`src/rtl/show_sequencer_pkg.sv`:
```
// Shared opcode, colour, sound and state definitions for the Halloween show sequencer.
package show_sequencer_pkg;

   typedef enum logic [1:0] {
      ClsSys   = 2'b00,
      ClsColor = 2'b01,
      ClsSound = 2'b10,
      ClsMove  = 2'b11
   } op_class_e;

   localparam logic [3:0] OpOn     = 4'b0000;
   localparam logic [3:0] OpReset  = 4'b0001;
   localparam logic [3:0] OpGreen  = 4'b0100;
   localparam logic [3:0] OpPurple = 4'b0101;
   localparam logic [3:0] OpOrange = 4'b0110;
   localparam logic [3:0] OpScream = 4'b1000;
   localparam logic [3:0] OpCackle = 4'b1001;
   localparam logic [3:0] OpBoo    = 4'b1010;
   localparam logic [3:0] OpWave   = 4'b1100;
   localparam logic [3:0] OpJaw    = 4'b1101;
   localparam logic [3:0] OpFog    = 4'b1110;

   localparam logic [1:0] ColorOff    = 2'b00;
   localparam logic [1:0] ColorGreen  = 2'b01;
   localparam logic [1:0] ColorPurple = 2'b10;
   localparam logic [1:0] ColorOrange = 2'b11;

   localparam logic [1:0] SndScream = 2'b00;
   localparam logic [1:0] SndCackle = 2'b01;
   localparam logic [1:0] SndBoo    = 2'b10;

   typedef enum logic [2:0] {
      StIdle,
      StFetch,
      StDispatch,
      StSound,
      StMove,
      StAdvance
   } state_e;

   // Arg 11 is undefined in every class; system class only defines ON and RESET.
   function automatic logic op_illegal(logic [3:0] op);
      return (op[1:0] == 2'b11) || ((op[3:2] == ClsSys) && op[1]);
   endfunction

endpackage

```
`src/rtl/show_sequencer_if.sv`:
```
// Output bundle from the sequencer to the light, sound and actuator drivers.
interface show_sequencer_if;
   logic [1:0] color;
   logic       sound_req;
   logic [1:0] sound_id;
   logic       sound_ack;
   logic [2:0] move_en;

   modport master (output color, sound_req, sound_id, move_en, input sound_ack);
   modport slave  (input color, sound_req, sound_id, move_en, output sound_ack);
endinterface

```
`src/rtl/show_sequencer_timer.sv`:
```
// Loadable down-counter with a zero flag; shared by the sound-timeout and movement phases.
module show_timer #(
   parameter int unsigned Width = 4
) (
   input  logic             clk_i,
   input  logic             rst_ni,
   input  logic             load_i,
   input  logic [Width-1:0] load_val_i,
   input  logic             dec_i,
   output logic             zero_o
);

   logic [Width-1:0] cnt_q, cnt_d;

   always_comb begin
      cnt_d = cnt_q;
      if (load_i) begin
         cnt_d = load_val_i;
      end else if (dec_i && (cnt_q != '0)) begin
         cnt_d = cnt_q - 1'b1;
      end
   end

   always_ff @(posedge clk_i) begin
      if (!rst_ni) begin
         cnt_q <= '0;
      end else begin
         cnt_q <= cnt_d;
      end
   end

   assign zero_o = (cnt_q == '0);

endmodule

```
`src/rtl/show_sequencer.sv`:
```
// Plays a stored program of 4-bit show opcodes: colour state, sound handshake, timed movements.
module show_sequencer
   import show_sequencer_pkg::*;
#(
   parameter int unsigned SLOTS       = 4,
   parameter int unsigned MOVE_CYCLES = 8,
   parameter int unsigned ACK_TIMEOUT = 16,
   localparam int unsigned PC_W       = $clog2(SLOTS)
) (
   input  logic                 clk,
   input  logic                 rst,
   input  logic                 en,
   input  logic                 prog_load,
   input  logic [SLOTS*4-1:0]   prog_data,
   show_sequencer_if.master     drv,
   output logic [PC_W-1:0]      pc,
   output logic                 busy,
   output logic                 loop_done,
   output logic                 illegal_op,
   output logic                 snd_timeout
);

   localparam int unsigned TmrMax = (MOVE_CYCLES > ACK_TIMEOUT) ? MOVE_CYCLES : ACK_TIMEOUT;
   localparam int unsigned TmrW   = (TmrMax > 1) ? $clog2(TmrMax) : 1;

   state_e           state_q, state_d;
   logic [PC_W-1:0]  pc_q, pc_d;
   logic [3:0]       op_q, op_d;
   logic [3:0]       store_q [SLOTS];
   logic [3:0]       store_d [SLOTS];
   logic [1:0]       color_q, color_d;
   logic             sound_req_q, sound_req_d;
   logic [1:0]       sound_id_q, sound_id_d;
   logic [2:0]       move_en_q, move_en_d;
   logic             loop_done_q, loop_done_d;
   logic             illegal_q, illegal_d;
   logic             timeout_q, timeout_d;
   logic             tmr_load, tmr_dec, tmr_zero;
   logic [TmrW-1:0]  tmr_val;

   show_timer #(
      .Width (TmrW)
   ) u_timer (
      .clk_i      (clk),
      .rst_ni     (rst),
      .load_i     (tmr_load),
      .load_val_i (tmr_val),
      .dec_i      (tmr_dec),
      .zero_o     (tmr_zero)
   );

   always_comb begin
      state_d     = state_q;
      pc_d        = pc_q;
      op_d        = op_q;
      store_d     = store_q;
      color_d     = color_q;
      sound_req_d = sound_req_q;
      sound_id_d  = sound_id_q;
      move_en_d   = move_en_q;
      loop_done_d = 1'b0;
      illegal_d   = illegal_q;
      timeout_d   = timeout_q;
      tmr_load    = 1'b0;
      tmr_val     = '0;
      tmr_dec     = 1'b0;

      unique case (state_q)
         StIdle: begin
            if (prog_load) begin
               for (int i = 0; i < SLOTS; i++) store_d[i] = prog_data[4*i +: 4];
            end
            if (en) begin
               pc_d    = '0;
               state_d = StFetch;
            end
         end
         StFetch: begin
            op_d    = store_q[pc_q];
            state_d = StDispatch;
         end
         StDispatch: begin
            state_d = StAdvance;
            if (op_illegal(op_q)) begin
               illegal_d = 1'b1;
            end else begin
               unique case (op_class_e'(op_q[3:2]))
                  ClsSys: begin
                     // RESET restarts the program without counting as a completed loop.
                     if (op_q == OpReset) begin
                        pc_d    = '0;
                        state_d = StFetch;
                     end
                  end
                  ClsColor: color_d = op_q[1:0] + 2'd1;
                  ClsSound: begin
                     sound_req_d = 1'b1;
                     sound_id_d  = op_q[1:0];
                     tmr_load    = 1'b1;
                     tmr_val     = TmrW'(ACK_TIMEOUT - 1);
                     state_d     = StSound;
                  end
                  ClsMove: begin
                     move_en_d = 3'b001 << op_q[1:0];
                     tmr_load  = 1'b1;
                     tmr_val   = TmrW'(MOVE_CYCLES - 1);
                     state_d   = StMove;
                  end
                  default: ;
               endcase
            end
         end
         StSound: begin
            if (drv.sound_ack) begin
               sound_req_d = 1'b0;
               state_d     = StAdvance;
            end else if (tmr_zero) begin
               sound_req_d = 1'b0;
               timeout_d   = 1'b1;
               state_d     = StAdvance;
            end else begin
               tmr_dec = 1'b1;
            end
         end
         StMove: begin
            if (tmr_zero) begin
               move_en_d = '0;
               state_d   = StAdvance;
            end else begin
               tmr_dec = 1'b1;
            end
         end
         StAdvance: begin
            if (pc_q == PC_W'(SLOTS - 1)) begin
               pc_d        = '0;
               loop_done_d = 1'b1;
            end else begin
               pc_d = pc_q + 1'b1;
            end
            state_d = en ? StFetch : StIdle;
         end
         default: state_d = StIdle;
      endcase
   end

   always_ff @(posedge clk) begin
      if (!rst) begin
         state_q     <= StIdle;
         pc_q        <= '0;
         op_q        <= '0;
         for (int i = 0; i < SLOTS; i++) store_q[i] <= '0;
         color_q     <= '0;
         sound_req_q <= 1'b0;
         sound_id_q  <= '0;
         move_en_q   <= '0;
         loop_done_q <= 1'b0;
         illegal_q   <= 1'b0;
         timeout_q   <= 1'b0;
      end else begin
         state_q     <= state_d;
         pc_q        <= pc_d;
         op_q        <= op_d;
         store_q     <= store_d;
         color_q     <= color_d;
         sound_req_q <= sound_req_d;
         sound_id_q  <= sound_id_d;
         move_en_q   <= move_en_d;
         loop_done_q <= loop_done_d;
         illegal_q   <= illegal_d;
         timeout_q   <= timeout_d;
      end
   end

   assign drv.color     = color_q;
   assign drv.sound_req = sound_req_q;
   assign drv.sound_id  = sound_id_q;
   assign drv.move_en   = move_en_q;
   assign pc            = pc_q;
   assign busy          = (state_q != StIdle);
   assign loop_done     = loop_done_q;
   assign illegal_op    = illegal_q;
   assign snd_timeout   = timeout_q;

endmodule
```
`src/flat_wrapper.sv`:
```
// flat-port wrapper written by rule: the top's interface ports become plain ports
module show_sequencer_flat import show_sequencer_pkg::*;
#(
   parameter int unsigned SLOTS       = 4,
   parameter int unsigned MOVE_CYCLES = 8,
   parameter int unsigned ACK_TIMEOUT = 16,
   localparam int unsigned PC_W       = $clog2(SLOTS)
)
  (clk, rst, en, prog_load, prog_data, pc, busy, loop_done, illegal_op, snd_timeout, drv_color, drv_sound_req, drv_sound_id, drv_move_en, drv_sound_ack);
  show_sequencer_if drv_i ();
  input  logic clk;
  input  logic rst;
  input  logic en;
  input  logic prog_load;
  input  logic [SLOTS*4-1:0] prog_data;
  output logic [PC_W-1:0] pc;
  output logic busy;
  output logic loop_done;
  output logic illegal_op;
  output logic snd_timeout;
  output wire logic [$bits(drv_i.color)-1:0] drv_color;
  output wire logic [$bits(drv_i.sound_req)-1:0] drv_sound_req;
  output wire logic [$bits(drv_i.sound_id)-1:0] drv_sound_id;
  output wire logic [$bits(drv_i.move_en)-1:0] drv_move_en;
  input wire logic [$bits(drv_i.sound_ack)-1:0] drv_sound_ack;
  assign drv_color = drv_i.color;
  assign drv_sound_req = drv_i.sound_req;
  assign drv_sound_id = drv_i.sound_id;
  assign drv_move_en = drv_i.move_en;
  assign drv_i.sound_ack = drv_sound_ack;
  show_sequencer #(.SLOTS(SLOTS), .MOVE_CYCLES(MOVE_CYCLES), .ACK_TIMEOUT(ACK_TIMEOUT)) u_core (.clk(clk), .rst(rst), .en(en), .prog_load(prog_load), .prog_data(prog_data), .drv(drv_i), .pc(pc), .busy(busy), .loop_done(loop_done), .illegal_op(illegal_op), .snd_timeout(snd_timeout));
endmodule
```
`config.mk`:
```
export PLATFORM = sky130hd
export DESIGN_NAME = show_sequencer_flat
export DESIGN_NICKNAME = d
export VERILOG_FILES = /design/src/rtl/show_sequencer_pkg.sv /design/src/rtl/show_sequencer_if.sv /design/src/rtl/show_sequencer_timer.sv /design/src/rtl/show_sequencer.sv /design/src/flat_wrapper.sv
export SDC_FILE = /design/constraint.sdc
export NUM_CORES = 1
export LEC_CHECK = 0
export ABC_AREA = 1
export CORE_ASPECT_RATIO = 0.75
export CORE_UTILIZATION = 45
export CTS_CLUSTER_DIAMETER = 100
export DETAILED_ROUTE_END_ITERATION = 7
export PLACE_DENSITY = 0.83
export SLEW_MARGIN = 20
export SYNTH_ARGS = -nofsm -noshare
export SYNTH_HDL_FRONTEND = slang
export SYNTH_SLANG_ARGS = --single-unit
```
`constraint.sdc`:
```
create_clock -name clk -period 1.25 [get_ports clk]
set_input_delay 0.25 -clock clk [delete_from_list [all_inputs] [get_ports clk]]
set_output_delay 0.25 -clock clk [all_outputs]
set_load 0.005 [all_outputs]
```
==> run_results.csv <==
group,metric,value,unit
sta,fin_ws,-23.5,ps
layout,fin_cells,408,
status,status,"finished with violations",
sta,slew_viol_final,0,
layout,drive_gt1_share,29.5,%
floorplan,die_h,60.0,um
synthesis,synth_area,2020,um2
status,violations,"negative setup slack",
route,vias,2076,
layout,design_area,2920,um2
floorplan,io_pins,35,
global_route,antenna_found_initial,0,
global_route,grt_first_pass_wirelength,8170,um
route,routed_via_density,5.09,
route,m1WireLength,2440,um
route,wl_met2,2550,um
clocking,cts.htree.levels,2,
floorplan,die_w,79.4,um
placement,port_buffers,34,
clocking,root_buffer,"clkbuf_8",
pwr,powerDensity,2080,nW/um2
route,ant_nets,0,
placement,dp_hpwl,3530,um
synthesis,yosysTopAreaCell,"dfxtp_1",
route,postRouteWirelength,5340,um
synthesis,ys_ff_latch,40,
pwr,p_leak,1.31,nW
layout,layout_common_cells,"41 x nand2_1, 38 x nor2_1, 27 x inv_1, 27 x a21oi_1, 27 x dfxtp_1",
clocking,clkLatencyLatePin,300,ps
setup_path,cp.arrival,1470,ps
placement,dpl_cell_area,2570,um2
sta,rsz0062_at_grt,"yes",
sta,fmax,0.785,GHz
sta,slew_headroom,80.0,%
placement,dp_cells,395,
floorplan,core_area,4180,um2
global_route,grt_max_degree,21,
clocking,clock_path_buffers,2,
sta,tns,-30.0,ps
sta,clock_skew,5.93,ps
clocking,cts_hold_buf,0,
synthesis,syn_avg_cell_area,6.92,um2
synthesis,synth_top_area_share,39.7,%
route,first_pass_iters,4,
route,drtIter0Drc,103,
route,wl_per_cell,13.1,um
sta,post-route-period-util,102,%
global_route,grt-ovfl-total,0,
sta,layout_min_cycle_time,1270,ps
setup_path,startpoint_type,"flop",
floorplan,rows,20,
route,drc,0,
synthesis,yosys_warnings,0,
global_route,grtUsageTotal,22.8,%
clocking,clock-sinks,40,
layout,nets,379,
global_route,grt_pass1_vias,1799,
synthesis,synth_area_leaders,"dfxtp_1 40%, nand2_1 9.3%, nor2_1 8.2%",
layout,final_core_util,69.8,%
setup_path,criticalPathCategory,"reg2reg",
layout,final_common_cell,"nand2_1",
pwr,max-vdd-ir-drop,1.10,mV
sta,setup_viol_count_final,4,
synthesis,synth_cell_types,24,
setup_path,worst_setup_path_end_kind,"flop",
synthesis,synth_nets,319,
route,dr_wl_met3,297,um
layout,area.growth.synth_to_final,44.5,%
sta,hold_viol,0,
worst_hold_path,min_path_type,"reg2reg",
floorplan,start_util,48.3,%
clocking,tritoncts,"yes",
placement,place.gp.congestion,0.838,
synthesis,seq_area_frac_synth,39.7,%
setup_path,worst_ep_required_time,1450,ps
clocking,clk_pin_slew_worst_paths,80,ps
route,top_layer_used,"met4",
clocking,cts_buffers,5,
setup_path,critPathMaxFanout,7,
sta,worstMarginPinSlew,300,ps
synthesis,syn_inst,292,
floorplan,dieArea,4760,um2
layout,n_antenna_cell,0,
flow_run,drv_cap,0,
==> layer usage <==
layer  GRT usage [%]  vias up
li1                -     1049
met2            35.6       66
met3            6.11        4
met1            30.6      957
met5               0        -
met4            8.31        0
==> cell usage after synthesis (all sizes together) <==
cell    instances
nand3          23
clkbuf          4
nor2           50
o21ai          30
nand2          60
nand4           3
a31oi           1
a21oi          28
dfxtp          40
buf             6
inv            39
ha              6
xnor2           1
nor3            1
==> stage by stage <==
step | power (mW) | setup WS, ps | hold slack, ps
2_1_floorplan | 3.45 | 20.8 | 414
3_3_place_gp | 4.28 | -67.8 | 435
3_5_place_dp | 4.37 | -96.5 | 446
4_1_cts | 5.64 | -94.2 | 454
5_1_grt | 6.47 | -121 | 475
6_report | 6.08 | -23.5 | 451
==> path summary, 6_finish.rpt <==
check | end | slack [ps] | cells after the start | start
worst min register to register | u_core.illegal_op | 450 | 2 | u_core.illegal_op
worst min-delay path | u_core.illegal_op | 450 | 2 | u_core.illegal_op
worst max register to register | u_core.drv.sound_id[1] | -20 | 8 | u_core.state_q[1]
worst max-delay path | u_core.drv.sound_id[1] | -20 | 8 | u_core.state_q[1]
==> critical path, stage by stage (launching register included) <==
cell	delay, ps
dfxtp_4	390
buf_4	130
nand3_4	110
nor2_4	120
nand2_4	100
nor2_4	150
nand2_1	70
nand2_1	60
nor2_1	30
==> report_power, final <==
group | internal, mW | total [mW] | leakage, nW | switching (mW)
logic | 1.29 | 3.01 | 0.916 | 1.72
clock network | 0.705 | 1.19 | 0.0645 | 0.480
registers | 1.63 | 1.88 | 0.334 | 0.250
==> kinds of logic (layout without fill, tap and decap cells) <==
group	Yosys count	count (layout)	share of synthesized area (%)
adder cells (fa/ha/maj)	6	6	3.72
buffers and inverters	49	110	10.5
AND/OR/NAND/NOR	137	137	30.8
XOR/XNOR	1	1	0.434
AO/OA/AOI/OAI	59	59	14.9
flip-flops	40	40	39.7
==> repair_timing <==
item	CTS	global route
pin swaps	7	14
hold endpoints to repair	0	0
resized for setup	48	42
buffers inserted	1	4
setup endpoints to repair	35	30
==> flip-flops by register name, indices dropped and copies added, names as in the netlist, 2 cells and up <==
signal and cells:
u_core.pc 2, u_core.drv.color 2, u_core.drv.sound_id 2, u_core.state_q 3
u_core.u_timer.cnt_q 4, u_core.drv.move_en 3, u_core.op_q 4, u_core.store_q 16
==> final cells by class <==
| cell class | count | area, um2 |
|---|---|---|
| multi-input cells | 203 | 1170 |
| clock inverters | 1 | 30.0 |
| fillers | 346 | 1260 |
| clock buffers | 7 | 96.3 |
| flip-flops and latches | 40 | 827 |
| well taps | 55 | 68.8 |
| repair buffers | 63 | 566 |
| inverters | 39 | 156 |
Note: power is estimated with default switching activity, not from simulation.
